===== config.mk =====
export PLATFORM = sky130hd
export DESIGN_NAME = commit_ctrl
export DESIGN_NICKNAME = d
export VERILOG_FILES = /design/src/rtl/commit_ctrl.sv
export SDC_FILE = /design/constraint.sdc
export NUM_CORES = 1
export LEC_CHECK = 0
export CORE_ASPECT_RATIO = 1.75
export CORE_MARGIN = 2
export CORE_UTILIZATION = 45
export CTS_CLUSTER_DIAMETER = 60
export DETAILED_ROUTE_END_ITERATION = 10
export PLACE_DENSITY = 0.89
export SYNTH_ARGS = -nofsm -noshare
export SYNTH_HDL_FRONTEND = slang
export SYNTH_SLANG_ARGS = --single-unit

===== constraint.sdc =====
create_clock -name clk -period 3.6 [get_ports clk]
set_input_delay 0.9 -clock clk [delete_from_list [all_inputs] [get_ports clk]]
set_output_delay 0.9 -clock clk [all_outputs]
set_load 0.02 [all_outputs]

===== src/rtl/commit_ctrl.sv =====
// commit_ctrl: in-order retire of the ROB head into the regfile, the LSB
// (store handshake) or a mispredict redirect followed by a multi-cycle clear.
// Optional feature macro: COMMIT_PERF_CNT_EN adds the 64-bit retired_cnt port.
module commit_ctrl #(
  parameter int TAG_W        = 4,
  parameter int FLUSH_CYCLES = 2
) (
  input  logic             clk,
  input  logic             rst_n,
  input  logic             rdy,
  input  logic             rob_head_valid,
  input  logic [TAG_W-1:0] rob_head_tag,
  input  logic [4:0]       rob_head_dest,
  input  logic [31:0]      rob_head_data,
  input  logic             rob_head_is_store,
  input  logic             rob_head_mispredict,
  input  logic [31:0]      rob_head_target,
  output logic             rob_head_pop,
  output logic             rf_wr_valid,
  output logic [4:0]       rf_wr_dest,
  output logic [TAG_W-1:0] rf_wr_tag,
  output logic [31:0]      rf_wr_data,
  output logic             lsb_commit_valid,
  input  logic             lsb_commit_ack,
  output logic             redirect_valid,
  output logic [31:0]      redirect_pc,
  output logic             clear
`ifdef COMMIT_PERF_CNT_EN
  ,
  output logic [63:0]      retired_cnt
`endif
);

  typedef enum logic [1:0] {RUN, STORE, FLUSH} state_t;

  state_t     state, state_nxt;
  logic [3:0] flush_cnt, flush_cnt_nxt;
  logic       pop_run;

  // Retire decision and next state; rdy=0 or reset freezes everything.
  always_comb begin
    state_nxt     = state;
    flush_cnt_nxt = flush_cnt;
    rob_head_pop  = 1'b0;
    case (state)
      RUN: begin
        if (rob_head_valid) begin
          if (rob_head_mispredict) begin
            rob_head_pop  = 1'b1;
            state_nxt     = FLUSH;
            flush_cnt_nxt = 4'(FLUSH_CYCLES);
          end else if (rob_head_is_store) begin
            state_nxt = STORE;
          end else begin
            rob_head_pop = 1'b1;
          end
        end
      end
      STORE: begin
        if (lsb_commit_ack) begin
          rob_head_pop = 1'b1;
          state_nxt    = RUN;
        end
      end
      FLUSH: begin
        flush_cnt_nxt = flush_cnt - 4'd1;
        if (flush_cnt <= 4'd1) state_nxt = RUN;
      end
      default: state_nxt = RUN;
    endcase
    if (!rdy || !rst_n) begin
      rob_head_pop  = 1'b0;
      state_nxt     = state;
      flush_cnt_nxt = flush_cnt;
    end
  end

  // Pops taken from RUN carry the regfile write and any redirect.
  assign pop_run = rob_head_pop && (state == RUN);

  // State, counter and registered outputs; everything holds while rdy=0.
  always_ff @(posedge clk or negedge rst_n) begin
    if (!rst_n) begin
      state            <= RUN;
      flush_cnt        <= 4'd0;
      rf_wr_valid      <= 1'b0;
      rf_wr_dest       <= 5'd0;
      rf_wr_tag        <= '0;
      rf_wr_data       <= 32'd0;
      lsb_commit_valid <= 1'b0;
      redirect_valid   <= 1'b0;
      redirect_pc      <= 32'd0;
      clear            <= 1'b0;
    end else if (rdy) begin
      state            <= state_nxt;
      flush_cnt        <= flush_cnt_nxt;
      rf_wr_valid      <= pop_run && (rob_head_dest != 5'd0);
      if (pop_run) begin
        rf_wr_dest <= rob_head_dest;
        rf_wr_tag  <= rob_head_tag;
        rf_wr_data <= rob_head_data;
      end
      redirect_valid   <= pop_run && rob_head_mispredict;
      if (pop_run && rob_head_mispredict) redirect_pc <= rob_head_target;
      lsb_commit_valid <= (state_nxt == STORE);
      clear            <= (state_nxt == FLUSH);
    end
  end

`ifdef COMMIT_PERF_CNT_EN
  // Retirement counter, wraps naturally at 2^64.
  always_ff @(posedge clk or negedge rst_n) begin
    if (!rst_n)            retired_cnt <= 64'd0;
    else if (rob_head_pop) retired_cnt <= retired_cnt + 64'd1;
  end
`endif

endmodule


* Word-level counts from Yosys, hierarchy flattened *
Cells that the tools add are included.

storage, ports and cells
  input port bits = 80
  bits in latches = 0
  logic and storage cells = 47
  memory bits (read-only) = 0
  register bits = 83
  output and inout port bits = 78
  bits in writable memories = 0
  memories kept = 0

operators by class
  muxes and demuxes = 16
  shift operators = 0
  divide/modulo/power cells = 0
  reductions and logical operators = 12
  multipliers = 0
  add/sub/neg operators = 1
  bitwise logic cells = 1
  equality and inequality tests = 6
  magnitude comparators = 1

operator list
  kind                                                 number
  2-to-1 mux 2 bit                                     6
  2-to-1 mux 4 bit                                     2
  case mux 4 bit (2 select lines)                      1
  case mux 2 bit (3 select lines)                      1
  2-to-1 mux 1 bit                                     5
  AND reduction 5 bit                                  1
  nonzero test 5 bit                                   1
  == test 2 x 1 -> 1 bit, second input constant        2
  == test 2 bit, second input constant                 2
  <= comparator 4 x 1 -> 1 bit, second input constant  1
  inequality test 2 bit, second input constant         2
  AND reduction 2 bit                                  2
  subtractor 4 x 1 -> 4 bit, second input constant     1
  logical AND 1 bit                                    3
  logical NOT 1 bit                                    2
  logical NOT 2 bit                                    1
  case mux 1 bit (2 select lines)                      1
  nonzero test 2 bit                                   1
  logical OR 1 bit                                     1
  inverter 1 bit                                       1

* Longest topological paths before layout *
  word-level depth = 8
  depth in mapped cells = 6
  gate-level depth less buffers = 5

* Least setup slack after synthesis *
OpenSTA, ideal clock, no wires.

  path type = input -> output
  from = input rob_head_mispredict
  to = output rob_head_pop
  stages = 3
  arrival = 1.638 ns
  buffers on the path = 0
  path slack = 1.062 ns
  path through = nand2b_1 a22oi_1 nor3_1

on the way
  cells in the longest elaborated chain, start to end = 4

ends and longest elaborated chain
  what                             line  source
  start, declared                  16    input logic rob_head_mispredict,
  2-to-1 mux 1 bit                 48    if (rob_head_mispredict) begin
  2-to-1 mux 1 bit                 47    if (rob_head_valid) begin
  case mux 1 bit (2 select lines)  45    case (state)
  2-to-1 mux 1 bit                 71    if (!rdy || !rst_n) begin
  end, declared                    18    output logic rob_head_pop,

No other way between the ends.

* Final worst setup path *
Same ends and word-level chain as after synthesis.

==> flow_summary.json <==
{
  "final_area_mm2": 0.00537,
  "worstReg2RegStart": "state[0]",
  "drt-wirelength-per-cell_um": 18.5,
  "post_cts_buffers": 0,
  "avgSynthCellArea_um2": 16.4,
  "layout_setup_ws_ns": 0.514,
  "cts_hold_buf": 0,
  "clk_latency_ns": 0.33,
  "p_leak_uw": 0.00236,
  "ys_seq_area_frac": 0.599,
  "antenna_found_initial": 0,
  "crit_end": "rob_head_pop",
  "cts_buffers": 9,
  "pre_cts_slack_ns": 0.0944,
  "synth.net_count": 294,
  "fmax_ghz": 0.324,
  "crit_required_ns": 2.70,
  "powerDensity_mw_per_mm2": 866,
  "placed_area_mm2": 0.00504,
  "cts-root-buf": "clkbuf_16",
  "core_mm2": 0.00751,
  "grt_pass1_vias": 2543,
  "fp.dieArea_mm2": 0.00846,
  "totalWireLength_um": 8620,
  "num_vias": 2370,
  "grt_max_degree": 84,
  "period_minus_slack_ns": 3.09,
  "synthCells": 212,
  "drt-pass1-iter-count": 4,
  "fillCellCount": 534,
  "critPathLaunch": "rob_head_mispredict",
  "gp_congestion": 0.746,
  "die_w_um": 70.4,
  "whs_path_depth": 1,
  "status": "finished, final reports clean",
  "final_nets": 455,
  "tns_ns": 0,
  "hold_viol_final": 0,
  "drc": 0,
  "synth_area_mm2": 0.00347,
  "yosys_warnings": 0,
  "drive_gt1_frac": 0.265,
  "worstPathMaxFanout": 4,
  "overflow": 0,
  "grt_usage": 0.206,
  "clk_pin_slew_ns": 0.06,
  "r2r_cells": 3,
  "p_total_uw": 4650,
  "cts.htree.levels": 3,
  "drtIter0Drc": 155,
  "io_buffers": 157,
  "vias_per_cell": 5.09,
  "peakVddDrop_mv": 0.412,
  "finalHoldWorstSlack_ns": 0.487,
  "core.rowCount": 42,
  "start_util": 0.462,
  "cts_tree": "done",
  "setup_viol": 0,
  "cp.arrival_ns": 2.19,
  "clk_path_buf_depth": 2,
  "cp-start-kind": "input port",
  "hp-start": "redirect_valid",
  "grt_pass1_wl_um": 13200,
  "rsz0062_at_grt": "false",
  "drv_cap": 0,
  "cts.sinks": 83,
  "hp-class": "reg -> reg",
  "worstReg2RegEnd": "rf_wr_dest[3]",
  "slew_headroom": 0.307,
  "antenna_cells": 0,
  "tightest_slew_ns": 1.04,
  "end_kind": "output pin",
  "final.period_utilization": 0.857,
  "dp_hpwl_um": 6420,
  "ios": 158,
  "ys_seq_elements": 83,
  "layout_common_cells": "clkdlybuf4s50_1 (155), dfrtp_1 (83), mux2_2 (45)",
  "r2r_setup_slack_ns": 1.41,
  "ant_nets": 0,
  "criticalPathCategory": "in -> out",
  "yosys.cell_types.count": 34,
  "slew_violations": 0,
  "fin_skew_ns": 0.00755,
  "die_y_um": 120,
  "area_growth_syn_to_layout_pct": 54.7,
  "final_common_cell": "clkdlybuf4s50_1"
}
[per-stage QoR]
stage                     utilization  std cells
final                           0.714        466
after floorplan                     -        212
after CTS                       0.714        466
after global placement          0.671        450
after detailed placement        0.671        450
after global routing            0.714        466
[worst min path at each step]
stage                           end  slack [ns]
global route        redirect_pc[19]        0.51
CTS                  redirect_valid        0.49
detailed placement   redirect_valid        0.48
global placement     redirect_valid        0.46
floorplan              flush_cnt[3]        0.51
finish               redirect_valid        0.49
[synthesized netlist by cell type, drive strengths merged]
cell | instances | area (um^2)
o2bb2ai | 1 | 8.76
a32oi | 1 | 8.76
a22oi | 1 | 7.51
nor3 | 2 | 10.0
nor3b | 1 | 18.8
nor2b | 2 | 12.5
nor2 | 7 | 26.3
nand4 | 1 | 21.3
dfrtp | 83 | 2080
a221o | 1 | 11.3
nand2b | 1 | 6.26
a21oi | 1 | 5.00
and2b | 2 | 17.5
o21ai | 5 | 25.0
nor4b | 1 | 8.76
buf | 10 | 144
a31oi | 1 | 6.26
inv | 3 | 11.3
o31ai | 1 | 12.5
a31o | 1 | 8.76
or3 | 1 | 6.26
ha | 2 | 25.0
a21o | 1 | 7.51
or4 | 1 | 7.51
and4 | 1 | 11.3
xnor2 | 2 | 17.5
nor4 | 1 | 6.26
nand3 | 2 | 10.0
nand2 | 2 | 7.51
mux2 | 73 | 923
[what timing repair did]
item	4_1_cts	5_1_grt
setup endpoints to repair	0	1
endpoints found under the hold margin	0	0
resized for setup	0	1
[per-layer routing]
layer,routed length (um),part of all wire,track usage
met3,485,0.056,0.0487
met5,0,0,0
met2,4890,0.57,0.376
met1,2950,0.34,0.214
met4,288,0.033,0.107
[layout make-up]
class / instances / area [um^2] / area share
Sequential cell: 83 / 2080 / 0.387
Timing Repair Buffer: 160 / 1610 / 0.299
Multi-Input combinational cell: 116 / 1240 / 0.231
Clock buffer: 10 / 239 / 0.0445
Tap cell: 88 / 110 / 0.0205
Clock inverter: 6 / 86.3 / 0.0161
Inverter: 3 / 11.3 / 0.00210
[worst max-delay path, cell delays in order]
cell and delay (ns):
clkdlybuf4s50_1 0.52, nand2b_1 0.21, a22oi_1 0.10, nor3_1 0.20, dlymetal6s2s_1 0.26
[flip-flops by register name (all words and copies together), names as in the netlist]
register	cells
rf_wr_data	32
clear	1
state	2
rf_wr_dest	5
rf_wr_valid	1
redirect_pc	32
redirect_valid	1
flush_cnt	4
lsb_commit_valid	1
rf_wr_tag	4
[power breakdown]
group / switching (uW) / internal (uW) / total (uW)
logic: 901 / 1160 / 2060
registers: 243 / 1360 / 1610
clock network: 362 / 626 / 988
[kinds of logic (layout without fill, tap and decap cells)]
family                     count (synthesis)  in the layout  synth area share
xor gates and xnor gates                   2              2           0.00505
AOI/OAI and AO/OA                         14             14            0.0292
adders and majority gates                  2              2           0.00721
and+or+nand+nor                           25             25            0.0491
buffers and inverters                     13            179            0.0447
muxes                                     73             73             0.266
DFF                                       83             83             0.599
No activity file was read; power rests on OpenSTA's default activity.
